### config.mk
export PLATFORM = sky130hd
export DESIGN_NAME = pic_inta_responder
export DESIGN_NICKNAME = d
export VERILOG_FILES = /design/src/rtl/pic_pkg.sv /design/src/rtl/pic_prio_resolver.sv /design/src/rtl/pic_inta_responder.sv
export SDC_FILE = /design/constraint.sdc
export NUM_CORES = 1
export LEC_CHECK = 0
export CAP_MARGIN = 20
export CORE_ASPECT_RATIO = 0.6
export CORE_MARGIN = 2
export CORE_UTILIZATION = 35
export CTS_BUF_LIST = sky130_fd_sc_hd__clkbuf_8 sky130_fd_sc_hd__clkbuf_16
export CTS_CLUSTER_SIZE = 16
export DETAILED_ROUTE_END_ITERATION = 16
export GPL_ROUTABILITY_DRIVEN = 0
export GPL_TIMING_DRIVEN = 0
export MAX_ROUTING_LAYER = met4
export PLACE_DENSITY = 0.67
export SLEW_MARGIN = 15
export SYNTH_ARGS = -nofsm -noshare
export SYNTH_HDL_FRONTEND = slang
export SYNTH_SLANG_ARGS = --single-unit
### constraint.sdc
create_clock -name clk -period 2.9 [get_ports clk]
set_input_delay 0.435 -clock clk [delete_from_list [all_inputs] [get_ports clk]]
set_output_delay 0.435 -clock clk [all_outputs]
set_load 0.03 [all_outputs]
### src/rtl/pic_pkg.sv
// Shared types and constants for the PIC INTA responder.
package pic_pkg;

  localparam int         PIC_NUM_IRQ        = 8;
  localparam logic [2:0] PIC_SPURIOUS_LEVEL = 3'd7;
  localparam int         PIC_VEC_BASE_W     = 5;

  typedef enum logic [2:0] {
    IDLE  = 3'd0,
    REQ   = 3'd1,
    ACK1  = 3'd2,
    WAIT2 = 3'd3,
    ACK2  = 3'd4
  } pic_ack_state_t;

  // Index of the lowest set bit (IR0 is highest priority); 0 when v is empty.
  function automatic logic [2:0] pic_lowest_set(input logic [PIC_NUM_IRQ-1:0] v);
    logic [2:0] idx;
    idx = '0;
    for (int i = PIC_NUM_IRQ - 1; i >= 0; i--) begin
      if (v[i]) idx = 3'(i);
    end
    return idx;
  endfunction

endpackage

### src/rtl/pic_prio_resolver.sv
// Fully nested priority resolver: picks the highest-priority pending IR and
// qualifies it against the highest-priority level already in service.
module pic_prio_resolver
  import pic_pkg::*;
(
  input  logic [PIC_NUM_IRQ-1:0] irr,
  input  logic [PIC_NUM_IRQ-1:0] isr,
  output logic [2:0]             winner,
  output logic                   winner_valid,
  output logic [2:0]             isr_top
);

  // Winner must strictly outrank everything in service to interrupt it.
  always_comb begin
    winner       = pic_lowest_set(irr);
    isr_top      = pic_lowest_set(isr);
    winner_valid = (irr != '0) && ((isr == '0) || (winner < isr_top));
  end

endmodule

### src/rtl/pic_inta_responder.sv
// CPU-side responder of an 8259-style PIC: INT generation, two-pulse 8086
// INTA handshake, in-service register and EOI handling.
// Optional feature macro: PIC_AUTO_EOI_EN (adds the aeoi port; auto-EOI on
// the trailing edge of the second INTA pulse).
module pic_inta_responder
  import pic_pkg::*;
#(
  parameter int INTA_SYNC_STAGES = 2
) (
  input  logic                      clk,
  input  logic                      rst_n,
  input  logic [PIC_NUM_IRQ-1:0]    irr,
  input  logic [PIC_VEC_BASE_W-1:0] vector_base,
  input  logic                      eoi_valid,
  input  logic                      eoi_specific,
  input  logic [2:0]                eoi_level,
`ifdef PIC_AUTO_EOI_EN
  input  logic                      aeoi,
`endif
  input  logic                      inta_n,
  output logic                      int_out,
  output logic [PIC_NUM_IRQ-1:0]    isr,
  output logic [PIC_NUM_IRQ-1:0]    irr_clear,
  output logic [7:0]                data_out,
  output logic                      data_oe,
  output logic                      spurious
);

  pic_ack_state_t state, state_nxt;

  logic [INTA_SYNC_STAGES-1:0] inta_pipe;
  logic                        inta_prev;
  logic                        inta_s, inta_fall, inta_rise;

  logic [2:0]             winner, isr_top, lvl, lvl_nxt;
  logic                   winner_valid;
  logic                   int_nxt, data_oe_nxt, spurious_nxt;
  logic [7:0]             data_out_nxt;
  logic [PIC_NUM_IRQ-1:0] isr_set, auto_clr, eoi_clr, irr_clear_nxt, isr_nxt;

  pic_prio_resolver u_prio (
    .irr          (irr),
    .isr          (isr),
    .winner       (winner),
    .winner_valid (winner_valid),
    .isr_top      (isr_top)
  );

  // inta_n synchronizer plus one history flop for edge detection; idles high.
  always_ff @(posedge clk or negedge rst_n) begin
    if (!rst_n) begin
      inta_pipe <= '1;
      inta_prev <= 1'b1;
    end else begin
      inta_pipe <= {inta_pipe[INTA_SYNC_STAGES-2:0], inta_n};
      inta_prev <= inta_pipe[INTA_SYNC_STAGES-1];
    end
  end

  assign inta_s    = inta_pipe[INTA_SYNC_STAGES-1];
  assign inta_fall = inta_prev & ~inta_s;
  assign inta_rise = ~inta_prev & inta_s;

  // EOI clear mask; a non-specific EOI uses the resolver's in-service top.
  always_comb begin
    eoi_clr = '0;
    if (eoi_valid) begin
      if (eoi_specific)  eoi_clr[eoi_level] = 1'b1;
      else if (|isr)     eoi_clr[isr_top]   = 1'b1;
    end
  end

  // Next-state and registered-output values for the INTA handshake.
  always_comb begin
    state_nxt     = state;
    int_nxt       = int_out;
    lvl_nxt       = lvl;
    data_out_nxt  = data_out;
    data_oe_nxt   = data_oe;
    spurious_nxt  = 1'b0;
    irr_clear_nxt = '0;
    isr_set       = '0;
    auto_clr      = '0;
    case (state)
      IDLE: begin
        if (winner_valid) begin
          state_nxt = REQ;
          int_nxt   = 1'b1;
        end
      end
      REQ: begin
        // The INTA edge wins over a vanished request: the CPU is already
        // committed to the cycle, so it gets the spurious vector.
        if (inta_fall) begin
          state_nxt = ACK1;
          int_nxt   = 1'b0;
          if (winner_valid) begin
            lvl_nxt                = winner;
            isr_set[winner]        = 1'b1;
            irr_clear_nxt[winner]  = 1'b1;
          end else begin
            lvl_nxt      = PIC_SPURIOUS_LEVEL;
            spurious_nxt = 1'b1;
          end
        end else if (!winner_valid) begin
          state_nxt = IDLE;
          int_nxt   = 1'b0;
        end
      end
      ACK1: begin
        if (inta_rise) state_nxt = WAIT2;
      end
      WAIT2: begin
        if (inta_fall) begin
          state_nxt    = ACK2;
          data_oe_nxt  = 1'b1;
          data_out_nxt = {vector_base, lvl};
        end
      end
      ACK2: begin
        if (inta_rise) begin
          state_nxt    = IDLE;
          data_oe_nxt  = 1'b0;
          data_out_nxt = 8'h00;
`ifdef PIC_AUTO_EOI_EN
          if (aeoi) auto_clr[lvl] = 1'b1;
`endif
        end
      end
      default: begin
        state_nxt = IDLE;
      end
    endcase
    // Clears first, then the acknowledge set, so a shared bit stays set.
    isr_nxt = (isr & ~(eoi_clr | auto_clr)) | isr_set;
  end

  // State and output registers.
  always_ff @(posedge clk or negedge rst_n) begin
    if (!rst_n) begin
      state     <= IDLE;
      int_out   <= 1'b0;
      isr       <= '0;
      irr_clear <= '0;
      data_out  <= 8'h00;
      data_oe   <= 1'b0;
      spurious  <= 1'b0;
      lvl       <= '0;
    end else begin
      state     <= state_nxt;
      int_out   <= int_nxt;
      isr       <= isr_nxt;
      irr_clear <= irr_clear_nxt;
      data_out  <= data_out_nxt;
      data_oe   <= data_oe_nxt;
      spurious  <= spurious_nxt;
      lvl       <= lvl_nxt;
    end
  end

endmodule

* Word-level counts from Yosys, hierarchy flattened
Cells that the tools add are included.
** Operators by class
- Bitwise operators :: 7
- Muxes and demuxes :: 49
- Reduce and logical (&&, ||, !) cells :: 15
- Magnitude comparators :: 7
- Equality and inequality tests :: 9
** Operator list (count)
- 3-bit two-way mux :: 23
- 8-bit two-way mux :: 8
- 8-bit case mux with 2 select lines :: 1
- 3-bit case mux with 5 select lines :: 1
- 3-bit by 4-bit less-than comparator with 1-bit output (second input constant) :: 3
- 1-bit two-way mux :: 11
- 1-bit demux with 3-bit select :: 3
- 3-bit by 1-bit >= comparator with 1-bit output (second input constant) :: 3
- 8-bit AND :: 1
- 8-bit logical NOT :: 1
- 2-bit inequality test (second input constant) :: 4
- 8-bit inverter :: 1
- 8-bit OR :: 1
- 8-bit nonzero test :: 1
- 8-bit OR reduction :: 1
- 3-bit by 2-bit == test with 1-bit output (second input constant) :: 2
- 3-bit AND reduction :: 2
- 5-bit AND reduction :: 1
- 1-bit logical AND :: 4
- 1-bit case mux with 2 select lines :: 2
- 2-bit nonzero test :: 2
- 3-bit by 1-bit == test with 1-bit output (second input constant) :: 1
- 3-bit == test (second input constant) :: 1
- 3-bit logical NOT :: 1
- other kinds (6) :: 8
** Storage, ports and cells
- Logic and storage cells :: 97
- Flip-flop bits (word level) :: 36
- Output and inout port bits :: 27
- Bits of input ports :: 21

* Logic depth before layout (Yosys ltp)
Gate-level depths: netlist (run 1).
- Depth in word-level cells :: 18
- Gate-level depth with buffers :: 9
- Gate-level depth less buffers :: 8

* Modules after synthesis
Synthesis (run 1) repeated with hierarchy kept, for this count alone.
** Unflattened totals
- Cell total of the unflattened synthesis :: 167
- Area total of the unflattened synthesis :: 1811.7 sq um
** Modules (own cells, without submodules)
- pic_inta_responder :: instances 1, cells each 132, area an instance 1581.5 sq um
- pic_prio_resolver :: instances 1, cells each 35, area an instance 230.2 sq um

* Worst setup path after synthesis (run 1)
Ideal clock, no wire load.
- Path kind :: flip-flop to flip-flop
- Start :: register isr[0]
- End :: register lvl[0]
- Buffers on the path :: 2
- Library setup time :: 121 ps
- Setup slack :: 562 ps
- Arrival :: 2216 ps
- Stages on the path, launching flop included :: 10
- Clock period less this slack :: 2338 ps
- Path through :: dfrtp_1 > buf_2 > nor4_2 > nand2b_1 > ha_1 > a21oi_1 > nor2_1 > a211o_1 > buf_4 > o22a_1
** Between the ends
- Longest elaborated chain between the ends :: 5
- Elaborated cells on any way between the ends :: 6
** RTL lines
- start, declared :: line pic_inta_responder.sv:22 : output logic [PIC_NUM_IRQ-1:0] isr,
- start signal, assigned :: line pic_inta_responder.sv:152 : isr <= isr_nxt;
- 3-bit two-way mux :: line pic_pkg.sv:21 : if (v[i]) idx = 3'(i);
- 3-bit less-than comparator :: line pic_prio_resolver.sv:17 : winner_valid = (irr != '0) && ((isr == '0) || (winner < isr_top));
- 1-bit logical OR (*) :: line pic_prio_resolver.sv:17
- 1-bit logical AND (*) :: line pic_prio_resolver.sv:17
- 3-bit two-way mux (*) :: line pic_inta_responder.sv:97 : if (winner_valid) begin
- end signal, assigned :: line pic_inta_responder.sv:157 : lvl <= lvl_nxt;
- end, declared :: line pic_inta_responder.sv:35 : logic [2:0] winner, isr_top, lvl, lvl_nxt;
Every way passes the cells marked *; elsewhere a longest branch is shown, timed or not.
A chain may end at the register's enable or synchronous reset.

* Worst setup path in the final report (run 1)
- Start :: input port irr[6]
- End :: register lvl[0]
** Between the ends
- Longest elaborated chain between the ends :: 11
- Elaborated cells on any way between the ends :: 12
** RTL lines
- start, declared :: line pic_inta_responder.sv:12 : input logic [PIC_NUM_IRQ-1:0] irr,
- 3-bit two-way mux (7 in series) :: line pic_pkg.sv:21
- 3-bit less-than comparator :: line pic_prio_resolver.sv:17
- 1-bit logical OR :: line pic_prio_resolver.sv:17
- 1-bit logical AND :: line pic_prio_resolver.sv:17
- 3-bit two-way mux (*) :: line pic_inta_responder.sv:97
Marked as above.

==> results of run 1 <==
-- metrics by stage --
step           utilization  cells
2_1_floorplan            -    171
3_3_place_gp         0.487    280
3_5_place_dp         0.491    281
4_1_cts              0.516    290
5_1_grt              0.517    290
6_report             0.517    290
-- cells in the mapped netlist, drive strengths merged, types with 2 or more instances --
| cell | instances | share of area |
|---|---|---|
| a211o | 2 | 0.010 |
| a21boi | 2 | 0.0086 |
| a21oi | 7 | 0.020 |
| a22o | 9 | 0.045 |
| a31oi | 2 | 0.0072 |
| buf | 4 | 0.017 |
| dfrtp | 33 | 0.47 |
| dfstp | 3 | 0.045 |
| ha | 2 | 0.014 |
| inv | 6 | 0.013 |
| nand2 | 7 | 0.015 |
| nand2b | 3 | 0.011 |
| nand3b | 3 | 0.013 |
| nor2 | 23 | 0.050 |
| nor2b | 2 | 0.0072 |
| nor3 | 8 | 0.023 |
| nor3b | 2 | 0.0086 |
| nor4 | 4 | 0.018 |
| o21a | 2 | 0.0086 |
| o21ai | 18 | 0.052 |
| o22ai | 2 | 0.011 |
| o31ai | 3 | 0.016 |
| or2 | 2 | 0.0072 |
| or3 | 2 | 0.013 |
-- area by class of cell --
class                      count  area, sq um  share of cell area
clock buffer                   5         68.8              0.0284
tap                           63         78.8              0.0326
timing repair buffer          48          485               0.201
multi-input combinational    124          786               0.325
sequential                    36          905               0.374
buffer                         5         32.5              0.0134
clock inverter                 3         42.5              0.0176
inverter                       6         22.5             0.00930
-- final timing paths --
path	from	end	slack [ps]	depth (start not counted)
worst max-delay path	irr[6]	lvl[0]	150	9
worst min-delay path	inta_pipe[0]	inta_pipe[1]	360	0
worst max register to register	isr[0]	lvl[0]	450	9
worst min register to register	inta_pipe[0]	inta_pipe[1]	360	0
max in group asynchronous	rst_n	inta_prev	2000	3
min in group asynchronous	rst_n	isr[4]	470	2
-- where the power goes --
group / internal (mW) / switching (mW) / leakage (nW)
registers: 0.630 / 0.0952 / 0.463
clock network: 0.254 / 0.193 / 0.0541
logic: 0.394 / 0.492 / 0.498
-- logic make-up (layout without fill, tap and decap cells) --
logic type      Yosys count  after routing  share of synthesized area
buf+inv                  11             67                     0.0316
fa+ha+maj                 2              2                     0.0144
mux                       1              1                    0.00574
flops                    36             36                      0.519
simple gates             61             61                      0.185
xor+xnor                  1              1                    0.00503
compound gates           59             59                      0.239
-- state kept, by name, indices dropped and copies added, names as in the netlist --
register / flops
data_out: 8
irr_clear: 8
isr: 8
lvl: 3
state: 3
inta_pipe: 2
data_oe: 1
int_out: 1
inta_prev: 1
spurious: 1
-- what timing repair did --
action                                  CTS  global route
gates resized for setup                   0             1
hold buffers                              1             0
endpoints found under the setup margin    0             8
hold endpoints to repair                  1             0
-- per-layer routing --
layer	up-vias	global-route usage
li1	742	-
met1	721	0.280
met2	61	0.230
met3	8	0.0384
met4	0	0.0683
met5	-	-
-- worst max-delay path: cells and delay by family --
family / cells / cell delay (ps)
AO/OA/AOI/OAI: 3 / 680
adder cells (fa/ha/maj): 1 / 360
AND/OR/NAND/NOR: 3 / 850
buffers and inverters: 2 / 620
==> run summary, run 1 <==
========================================================================================================
Netlist area before placement                                                               0.00174 sq mm
Number of top-level design ports                                                                      48
Critical Setup Path Class                                                                      in -> reg
Post CTS Setup Buffer Count                                                                            0
Cell count after synthesis                                                                           171
Core area                                                                                   0.00468 sq mm
DRC errors left                                                                                        0
Worst slack at placement                                                                         -148 ps
Highest routing layer actually used                                                                 met4
Cells traversed along the worst timing path                                                 clkdlybuf4s50_1, nor4_1, nor2_1, ha_1, a21oi_1, nor2_1, a211o_1, buf_4, o22a_1
Shortest period the worst path allows                                                            2750 ps
DP Wirelength                                                                                    3110 um
Post-Route Skew                                                                                  8.66 ps
Buffer type at the clock tree root                                                          sky130_fd_sc_hd__clkbuf_8
Fin Hold WS                                                                                       357 ps
Longest individual stage delay on the worst path                                                  620 ps
Number of routed nets with antenna violations                                                          0
Synth cell types                                                                                      51
Period utilization                                                                                 0.949
Rows                                                                                                  19
Kind of end point of the critical path                                                          register
Chip Width                                                                                       95.1 um
Critical path peak fanout                                                                              9
Power Dens Cells                                                                             850 mW/mm^2
Leakage power                                                                                    1.01 nW
Total CTS buffers                                                                                      5
Layout-stage area growth over the synthesis result                                                 38.9%
Yosys warning count                                                                                    0
Final global-route overflow total                                                                      0
DRC violation total after the first TritonRoute iteration                                             97
Mean instance size in the synthesized netlist                                                 10.2 sq um
Number of synthesized register bits                                                                   36
Via Count                                                                                          1,532
Data required time of the critical path                                                          3080 ps
Fmax                                                                                             363 MHz
Most common cell after layout, fill and taps aside                                          sky130_fd_sc_hd__clkdlybuf4s50_1
Total wirelength of the detailed-routed design                                                   4320 um
Flip-flop cell with the highest count after synthesis                                       sky130_fd_sc_hd__dfrtp_1
Maximum buffer depth of the clock tree                                                                 2
Arrival time worst endpoint                                                                      2940 ps
Fraction of the yosys area taken by sequential cells                                               0.519
Relative max-transition margin                                                                     0.477
RSZ-0062 raised after global routing                                                                  no
WL met3                                                                                           281 um
Pin count of the biggest net entering global routing                                                  36
Total track usage                                                                                  0.182
Post-synth ARST share                                                                               1.00
Worst-case setup margin in the final layout                                                       147 ps
Status                                                                                      finished, final reports clean
Avg WL per Cell                                                                                  14.9 um
Setup-failing EPs final                                                                                0
Post-CTS clock slew at the launch and capture registers of the worst setup and hold paths          80 ps
Startpoint type of the worst setup path                                                     primary input
Chip height                                                                                      58.7 um
DR pass1 iterations                                                                                    4
Wire length of the first global-routing pass                                                     7420 um
Fraction of layout instances using a drive strength above 1                                        0.110
Max-Cap Viols                                                                                          0
Number of enable-type register cells in the synthesized netlist                                        0
VDD IR max                                                                                    0.000311 V
TNS Setup                                                                                           0 ps
# H-tree levels                                                                                        2
Tightest Pin Transition                                                                           780 ps
Kind of path behind the tightest hold check                                                   reg -> reg
Non-Filler Cell Area, Final                                                                 0.00242 sq mm
Most frequent cell on the critical path                                                     sky130_fd_sc_hd__nor2_1
Number of antenna violations at the first check in global routing                                      0
CTS tree                                                                                            done
Number of global-route vias before repair                                                          1,492
Cell with the largest stage delay on the worst path                                         sky130_fd_sc_hd__nor4_1
Nets                                                                                                 249
Met2 wire length                                                                                 1640 um
Most used cells in the layout excluding fill and tap cells                                  45 x sky130_fd_sc_hd__clkdlybuf4s50_1, 33 x sky130_fd_sc_hd__dfrtp_1, 22 x sky130_fd_sc_hd__nor2_1
Final Hold Violating Endpoints                                                                         0
Count of buffers inserted at the top-level ports                                                      46
Syn nets                                                                                             194
Number of antenna diodes                                                                               0
Max Transition Viols Final                                                                             0
Effective utilization at floorplan                                                                 0.372
Skew-Pair Late Insertion Delay                                                                    290 ps
Metal1 wirelength                                                                                2340 um
Filler Cells Inserted                                                                                422
Post-detailed-placement cell area                                                           0.00230 sq mm
Overall die area                                                                            0.00558 sq mm
Total design power                                                                               2.06 mW
CTS sink count                                                                                        36
Vias per cell                                                                                       5.28
========================================================================================================
No activity file was read; power rests on OpenSTA's default activity.
==> run 2: changes to the inputs <==
CORE_ASPECT_RATIO = 0.75   (was 0.6)
==> run summary, run 2 (synthesis gave the netlist of run 1 again) <==
========================================================================================================
Status                                                                                      finished, final reports clean
Number of standard cells in the layout, taps in and fillers out                                      287
R2R cell count                                                                                         9
Layout-stage area growth over the synthesis result                                                 37.5%
Most frequent cell on the critical path                                                     sky130_fd_sc_hd__nor2_1
Critical path peak fanout                                                                              9
DP Wirelength                                                                                    2930 um
DRC errors left                                                                                        0
Worst slack at placement                                                                        -61.0 ps
Post CTS Setup Buffer Count                                                                            0
Fraction of layout instances using a drive strength above 1                                        0.101
Clock power share                                                                                  0.188
Number of top-level design ports                                                                      48
Max-Cap Viols                                                                                          0
Hold Crit Depth                                                                                        0
CTS sink count                                                                                        36
Post-detailed-placement cell area                                                           0.00229 sq mm
Switch Pwr                                                                                        749 uW
Kind of end point of the critical path                                                          register
Cell class contributing the biggest share of worst-path delay                               simple AND/OR/NAND/NOR gates
Period utilization                                                                                 0.949
Count of buffers inserted at the top-level ports                                                      46
Non-Filler Cell Area, Final                                                                 0.00240 sq mm
Pin count of the biggest net entering global routing                                                  35
Post-Route Skew                                                                                  5.31 ps
Skew-Pair Late Insertion Delay                                                                    290 ps
Effective utilization at floorplan                                                                 0.360
Buffer type at the clock tree root                                                          sky130_fd_sc_hd__clkbuf_8
Relative max-transition margin                                                                     0.467
Setup-failing EPs final                                                                                0
Number of antenna diodes                                                                               0
Worst-case setup margin in the final layout                                                       148 ps
Most common cell after layout, fill and taps aside                                          sky130_fd_sc_hd__clkdlybuf4s50_1
Vias per cell                                                                                       5.22
Fmax                                                                                             363 MHz
Fraction of power consumed by combinational cells                                                  0.446
Most used cells in the layout excluding fill and tap cells                                  45 x sky130_fd_sc_hd__clkdlybuf4s50_1, 33 x sky130_fd_sc_hd__dfrtp_1, 23 x sky130_fd_sc_hd__nor2_1
TNS Setup                                                                                           0 ps
Registers with the most flip-flops                                                          data_out (8), irr_clear (8), isr (8)
Post-CTS clock slew at the launch and capture registers of the worst setup and hold paths          70 ps
Origin of the critical flop-to-flop path                                                          isr[0]
Tightest Pin Transition                                                                           795 ps
CTS tree                                                                                            done
DR pass1 iterations                                                                                    4
Buf+Inv Stages, Crit Path                                                                              2
Critical Setup Path Class                                                                      in -> reg
Path length in cells of the critical path                                                             10
Cells traversed along the worst timing path                                                 clkdlybuf4s50_1, nor2_1, nand2_1, nor2_1, ha_1, a21oi_1, nor2_1, a211o_1, buf_4, o22ai_1
Sw frac                                                                                            0.381
Power Dens Cells                                                                             819 mW/mm^2
Kind of path behind the tightest hold check                                                   reg -> reg
Total CTS buffers                                                                                      5
DRC violation total after the first TritonRoute iteration                                            112
Via Count                                                                                          1,498
Number of global-route vias before repair                                                          1,370
# H-tree levels                                                                                        2
Wire length of the first global-routing pass                                                     6490 um
Final Hold Violating Endpoints                                                                         0
VDD IR max                                                                                    0.000453 V
Chip Width                                                                                       85.5 um
Total wirelength of the detailed-routed design                                                   4010 um
Leakage power                                                                                    1.01 nW
Hold EP                                                                                     inta_pipe[1]
Data required time of the critical path                                                          3100 ps
DP Cell Count                                                                                        278
Number of antenna violations at the first check in global routing                                      0
Shortest period the worst path allows                                                            2750 ps
Max Transition Viols Final                                                                             0
Core area                                                                                   0.00484 sq mm
Rows                                                                                                  22
Total track usage                                                                                  0.156
Arrival time worst endpoint                                                                      2950 ps
Avg WL per Cell                                                                                  14.0 um
Filler Cells Inserted                                                                                455
Overall die area                                                                            0.00557 sq mm
Longest individual stage delay on the worst path                                                  440 ps
RSZ-0062 raised after global routing                                                                  no
Startpoint type of the worst setup path                                                     primary input
Int Power                                                                                        1.21 mW
Maximum buffer depth of the clock tree                                                                 2
FF-to-FF End                                                                                      isr[4]
Cell with the largest stage delay on the worst path                                         sky130_fd_sc_hd__clkdlybuf4s50_1
Fin util                                                                                           0.495
Number of routed nets with antenna violations                                                          0
Total design power                                                                               1.96 mW
Hold_sp                                                                                     inta_pipe[0]
Flop-to-flop setup slack                                                                          510 ps
Nets                                                                                                 249
Sequential share of power                                                                          0.366
Fin Hold WS                                                                                       358 ps
Final global-route overflow total                                                                      0
Chip height                                                                                      65.1 um
========================================================================================================
-- run 2: timing repair --
item / CTS / global route
hold endpoints to repair: 2 / 0
hold buffers: 1 / 0
gates resized for setup: 0 / 0
-- run 2: worst register-to-register path: cells and delay by family (launching register included) --
kind                       cells  cell delay [ps]
buffers and inverters          2              350
adders and majority gates      1              320
DFF                            1              380
and+or+nand+nor                3              570
AOI/OAI and AO/OA              3              670
-- run 2: power by group through the flow --
| stage | Sequential (mW) | Clock [mW] | Combinational [mW] |
|---|---|---|---|
| after floorplan | 0.886 | 0 | 0.402 |
| after global placement | 0.729 | 0 | 0.868 |
| after detailed placement | 0.728 | 0 | 0.878 |
| after CTS | 0.721 | 0.383 | 0.882 |
| after global routing | 0.738 | 0.405 | 0.946 |
| final | 0.719 | 0.369 | 0.875 |
-- run 2: worst max path at each step --
stage                      start  slack [ps]  endpoint
after floorplan           isr[0]         560    lvl[0]
after global placement    irr[6]         -10    isr[4]
after detailed placement  irr[0]         -60    lvl[0]
after CTS                 irr[0]         240    lvl[0]
after global routing      irr[0]          30    isr[4]
final                     irr[0]         150    isr[4]
-- run 2: area by class of cell --
cell class,count,area (sq um),share of cell area
multi-input combinational,124,783,0.327
buffer,5,32.5,0.0136
inverter,6,22.5,0.00939
timing repair buffer,48,485,0.203
tap,60,75.1,0.0313
clock buffer,6,82.6,0.0344
clock inverter,2,11.3,0.00470
sequential,36,905,0.377
-- run 2: metal layers --
| metal | track usage | routed length, um | vias up |
|---|---|---|---|
| li1 | - | - | 744 |
| met1 | 0.236 | 2120 | 705 |
| met2 | 0.199 | 1630 | 46 |
| met3 | 0.0402 | 223 | 3 |
| met4 | 0.0516 | 29 | 0 |
| met5 | - | 0 | - |
